**src/rtl/adder_tree_seq.sv**
```systemverilog
// Three-sum adder tree (a+b, c+d, total) time-multiplexed onto one shared 10-bit adder.
// Optional build macro ADDER_TREE_ACCUM_EN adds a 16-bit wrapping accumulator of sum3.
module adder_tree_seq (
    input  logic        clk,
    input  logic        reset,
    input  logic        in_valid,
    output logic        in_ready,
    input  logic [3:0]  a,
    input  logic [3:0]  b,
    input  logic [7:0]  c,
    input  logic [7:0]  d,
    output logic        out_valid,
    input  logic        out_ready,
    output logic [4:0]  sum1,
    output logic [8:0]  sum2,
    output logic [9:0]  sum3,
    output logic        busy
`ifdef ADDER_TREE_ACCUM_EN
    ,
    input  logic        acc_clr,
    output logic [15:0] acc
`endif
);

    typedef enum logic [2:0] {
        IDLE = 3'd0,
        ADD1 = 3'd1,
        ADD2 = 3'd2,
        ADD3 = 3'd3,
        DONE = 3'd4
    } state_t;

    state_t      state;
    logic [3:0]  a_q;
    logic [3:0]  b_q;
    logic [7:0]  c_q;
    logic [7:0]  d_q;
    logic [9:0]  add_x;
    logic [9:0]  add_z;
    logic [9:0]  add_y;
    logic        in_xfer;
    logic        out_xfer;

    // Handshake: a transfer happens on a rising edge where valid && ready are both high;
    // in_ready is combinational so a waiting consumer can chain the next set from DONE.
    assign in_ready = (state == IDLE) || ((state == DONE) && out_ready);
    assign in_xfer  = in_valid && in_ready;
    assign out_xfer = out_valid && out_ready;

    // Operand select for the single shared adder; widths keep every sum overflow-free.
    always_comb begin
        add_x = 10'd0;
        add_z = 10'd0;
        case (state)
            ADD1: begin
                add_x = {6'd0, a_q};
                add_z = {6'd0, b_q};
            end
            ADD2: begin
                add_x = {2'd0, c_q};
                add_z = {2'd0, d_q};
            end
            ADD3: begin
                add_x = {5'd0, sum1};
                add_z = {1'b0, sum2};
            end
            default: begin
                add_x = 10'd0;
                add_z = 10'd0;
            end
        endcase
    end

    assign add_y = add_x + add_z;

    always_ff @(posedge clk) begin
        if (reset) begin
            state     <= IDLE;
            a_q       <= 4'd0;
            b_q       <= 4'd0;
            c_q       <= 8'd0;
            d_q       <= 8'd0;
            sum1      <= 5'd0;
            sum2      <= 9'd0;
            sum3      <= 10'd0;
            out_valid <= 1'b0;
            busy      <= 1'b0;
        end else begin
            case (state)
                IDLE: begin
                    if (in_xfer) begin
                        a_q   <= a;
                        b_q   <= b;
                        c_q   <= c;
                        d_q   <= d;
                        state <= ADD1;
                        busy  <= 1'b1;
                    end
                end
                ADD1: begin
                    sum1  <= add_y[4:0];
                    state <= ADD2;
                end
                ADD2: begin
                    sum2  <= add_y[8:0];
                    state <= ADD3;
                end
                ADD3: begin
                    sum3      <= add_y;
                    state     <= DONE;
                    out_valid <= 1'b1;
                end
                DONE: begin
                    // Results stay frozen until the consumer takes them.
                    if (out_xfer) begin
                        out_valid <= 1'b0;
                        if (in_valid) begin
                            a_q   <= a;
                            b_q   <= b;
                            c_q   <= c;
                            d_q   <= d;
                            state <= ADD1;
                        end else begin
                            state <= IDLE;
                            busy  <= 1'b0;
                        end
                    end
                end
                default: begin
                    state     <= IDLE;
                    out_valid <= 1'b0;
                    busy      <= 1'b0;
                end
            endcase
        end
    end

`ifdef ADDER_TREE_ACCUM_EN
    // A clear coinciding with a transfer restarts the running total at that result.
    always_ff @(posedge clk) begin
        if (reset) begin
            acc <= 16'd0;
        end else if (out_xfer) begin
            if (acc_clr) begin
                acc <= {6'd0, sum3};
            end else begin
                acc <= acc + {6'd0, sum3};
            end
        end else if (acc_clr) begin
            acc <= 16'd0;
        end
    end
`endif

endmodule
```
**config.mk**
```make
export PLATFORM = sky130hd
export DESIGN_NAME = adder_tree_seq
export DESIGN_NICKNAME = d
export VERILOG_FILES = /design/src/rtl/adder_tree_seq.sv
export SDC_FILE = /design/constraint.sdc
export NUM_CORES = 1
export LEC_CHECK = 0
export BUFFER_PORTS_ARGS = -buffer_cell sky130_fd_sc_hd__buf_4
export CORE_MARGIN = 4
export CORE_UTILIZATION = 27
export DETAILED_ROUTE_END_ITERATION = 6
export PLACE_DENSITY = 0.43
export SLEW_MARGIN = 10
export SYNTH_ARGS = -nofsm -noshare
export SYNTH_HDL_FRONTEND = slang
export SYNTH_SLANG_ARGS = --single-unit
```
**constraint.sdc**
```tcl
create_clock -name clk -period 5.8 [get_ports clk]
set_input_delay 0.29 -clock clk [delete_from_list [all_inputs] [get_ports clk]]
set_output_delay 0.29 -clock clk [all_outputs]
set_load 0.03 [all_outputs]
```
Word level (Yosys, flattened, before mapping)
Cells that the tools add are included.

cells by class
  eq/ne operators = 8
  $add $sub $neg = 1
  reductions and logical operators = 12
  bitwise gates (word level) = 2
  muxes and demuxes = 28

operator list
  kind                  count
  $mux W8               6
  $pmux W8 S2           2
  $pmux W9 S3           1
  $mux W4               6
  $pmux W8 S3           1
  $pmux W4 S2           2
  $pmux W3 S5           1
  $add A10 B10 Y10      1
  $ne A2 B2 Y1 const B  4
  $reduce_and A4 Y1     2
  $eq A3 B2 Y1 const B  2
  $mux W3               2
  $pmux W1 S3           2
  $reduce_or A3 Y1      2
  $mux W1               5
  $reduce_and A2 Y1     2
  $eq A3 B1 Y1 const B  1
  $eq A3 B3 Y1 const B  1
  $logic_and A1 B1 Y1   3
  $logic_not A3 Y1      1
  $not A1 Y1            2
  $reduce_bool A2 Y1    1
  $logic_or A1 B1 Y1    1

word-level totals
  register bits = 53
  input bits = 28

Longest topological paths before layout
  depth after elaboration = 6
  mapped depth = 13

Least setup slack after synthesis
No wires, ideal clock.

  path kind = reg-to-reg
  from = reg state[0]
  to = reg sum3[8]
  required time = 5738 ps
  clock period less this slack = 2720 ps
  data arrival time = 2657 ps
  cell stages (with the launch flop) = 12
  setup slack = 3080 ps
  library setup time = 62 ps
  cells stage by stage = dfxtp_1 > clkbuf_1 > buf_2 > mux2_2 > a21oi_1 > nor2_1 > ha_1 > fa_1 > nand3_1 > a21oi_1 > or4_1 > nand3_1

between the ends
  word-level cells in the longest chain between the ends = 3
  elaborated cells on any way between the ends = 6

ends and longest elaborated chain
  element                                     RTL line  RTL
  start: declaration                          33        state_t state;
  start signal: assignment                    78        state <= IDLE;
  start signal: assignment                    96        state <= ADD1;
  start signal: assignment                    102       state <= ADD2;
  $eq A3 B2 Y1, or another cell as far along  54, 89
  $pmux W8 S3 or $pmux W9 S3 (tied branches)  54        case (state)
  $add A10 B10 Y10                            74        assign add_y = add_x + add_z;
  end signal: assignment                      109       sum3 <= add_y;
  end: declaration                            16        output logic [9:0] sum3,

Several ways; a longest one is shown, not always the timed one.
A chain may end at the register's enable or synchronous reset.

Final worst setup path
Ends and elaborated chain as after synthesis.

==> run metrics <==
pwr dens roughly 240 nW/µm²; vias in the first global route 2376; post-CTS sizing 0; crit start category flip-flop; final RePlAce weighted congestion 0.802; final hold violation count 0; Comb pwr share 18.9%; Critical path origin state[0]; Cell Rows 36; Slew headroom 33.7%; port bufs 54; arrival time worst endpoint between 3 and 4 ns; Internal 0.000523 W; unrepaired setup endpoints after global routing false; worst path cell trace mux2_2 > a21oi_1 > nor2_1 > ha_1 > fa_1 > nand3_1 > a21oi_1 > or4_1 > nand3_1; EDFF count, synth 0; # nets final 419; clock sink count 53; Sw Pwr between 0.0002 and 0.00025 W; clock share of power 26.4%; Clock Pin Slew Worst Setup and Hold Paths 0.10 ns; fin. max-slew vios 0; fin crit period around 3.2 ns; H-Tree Depth 2; Sw Share 30.6%; fraction of layout cells with a size suffix above 1 between 10% and 20%; Final TNS setup 0 ns; register share of total power 54.7%; total grt overflow 0; pre-CTS setup slack 2.62 ns; gr usage total 13.1%; hold_ws 0.221 ns; setup violators final 0; Critical Path Sink sum3[8]; Synth async-reset ratio 0%; max incr delay on CP 0.93 ns; Leakage ~1.3 nW; clk root buf clkbuf_8; #FFs+latches synth 53; Synth cell types 36; syn nets 384; Crit Path Category reg -> reg; mapped cell area 2670 µm²; wire length of the first global-routing pass 12200 µm; R2R Setup Slk about 2.6 ns; commonest non-fill, non-tap cell in the layout nand2_1; Hold Path Class in -> reg; Crit Path Max Fanout 26; slew at the pin with the worst max-slew slack 0.991 ns; reg-to-reg endpoint sum3[8]; worst-case clock buffer depth 2; final worst-path cycle share 54.8%; max_cap viols 0; Worst EP required 6.05 ns; dpl hpwl 5090 µm; initial antenna violation count 0; CTS tree done; Syn Inst Count 347; Hold-fix buffers, CTS 0; Seq/Total Area, Yosys about 40%; outcome completed; postcts setup bufs 0; Clock Latency Late Sink 0.30 ns; yosys warns 0; DR DRC count 0; Die Ht 107 µm; average size of a mapped cell approximately 7.7 µm²; remaining antenna violation count after routing 0; clk_skew approximately 0.0086 ns; first-pass iteration count of the detailed router 4; Initial Util roughly 28%; Worst R2R Path Depth 9; area of the multi-input gates 1480 µm²; Filler cells roughly 1100; maximum VDD drop 0.0000967 V; vias per cell approximately 4.7; WL final 7200 µm; synth-to-layout area growth 20.2%; ys flop type dfxtp_1; total CTS buffers 5; most frequent cells in the layout nand2_1, buf_4, a21oi_1, dfxtp_1, nor2_1; Ant. Diodes 0; Design Power 0.000754 W; Reg area 1060 µm²; Worst Hold Depth 3; Starting DRT DRC Count 65; Final Core Density 33.1%; largest net degree at the start of global routing 65; die area 11500 µm²; I/O pin cnt 55; FMAX 314 MHz; Slowest-stage cell, CP dfxtp_1; via count roughly 2400; DIE WIDTH 107 µm; WL per Instance ~14 µm; CP Capture Type flip-flop; reg2reg start state[0]; Core ar. 9680 µm²; Final Worst Setup Slack around 2.6 ns
## worst min path at each step
stage	start	to	slack (ns)
2_1_floorplan	c[5]	c_q[5]	0.43
3_3_place_gp	c_q[7]	c_q[7]	0.45
3_5_place_dp	a_q[1]	a_q[1]	0.45
4_1_cts	c[0]	c_q[0]	0.21
5_1_grt	c[0]	c_q[0]	0.21
6_report	d[2]	d_q[2]	0.22
## registers in the layout, indices dropped and copies added (netlist names)
register,flops
sum3,10
sum2,9
sum1,5
state,3
c_q,8
out_valid,1
a_q,4
d_q,8
b_q,4
busy,1
## metrics by stage
step	std cells	area [µm²]
CTS	514	3200
detailed placement	508	3130
global placement	508	3130
global route	514	3200
finish	514	3200
floorplan	347	2670
## kinds of logic (layout without fill, tap and decap cells)
logic type,count (synthesis),in the layout,share of synthesized area [%]
AOI/OAI and AO/OA,84,84,18.3
xor gates and xnor gates,2,2,0.657
adders and majority gates,9,9,4.51
buffers and inverters,29,63,4.60
DFF,53,53,39.8
muxes,9,9,3.75
and+or+nand+nor,161,161,28.3
## layout make-up
class / count / share of cell area, %
multi-input combinational: 265 / 46.3
sequential: 53 / 33.1
timing repair buffer: 55 / 12.9
tap: 133 / 5.19
clock buffer: 5 / 2.15
inverter: 2 / 0.234
clock inverter: 1 / 0.156
## routing by layer
metal  share of wire, %  GRT usage (%)  up-vias
met3                3.6           2.82        6
met2                 42           19.3       46
li1                   -              -     1271
met5                  0              0        -
met4                1.1           3.52        0
met1                 53           19.1     1083
## synth_stat cells (all sizes together), types with 6 or more instances
master,n,area [µm²]
dfxtp,53,1060
or3,6,37.5
nor2,24,90.1
or4,7,52.6
nand3,10,50.1
nand3b,9,67.6
a21oi,53,265
ha,8,100
mux2,8,90.1
o21ai,7,35.0
nor3,10,50.1
buf,8,43.8
nand2,79,297
clkbuf,19,71.3
## power by group through the flow
| stage | logic, W | clock network, W | registers [W] |
|---|---|---|---|
| global route | 0.000161 | 0.000218 | 0.000418 |
| floorplan | 0.000101 | 0 | 0.000416 |
| detailed placement | 0.000144 | 0 | 0.000421 |
| global placement | 0.000144 | 0 | 0.000421 |
| CTS | 0.000145 | 0.000209 | 0.000413 |
| finish | 0.000142 | 0.000199 | 0.000412 |
## worst max-delay path, delay by kind of cell, from the launching register on
kind | cells | cell delay (ns)
AND/OR/NAND/NOR | 4 | 0.84
flip-flops | 1 | 0.93
adder cells (fa/ha/maj) | 2 | 0.65
multiplexers | 1 | 0.41
AO/OA/AOI/OAI | 2 | 0.28
(Power assumes the default switching activity.)
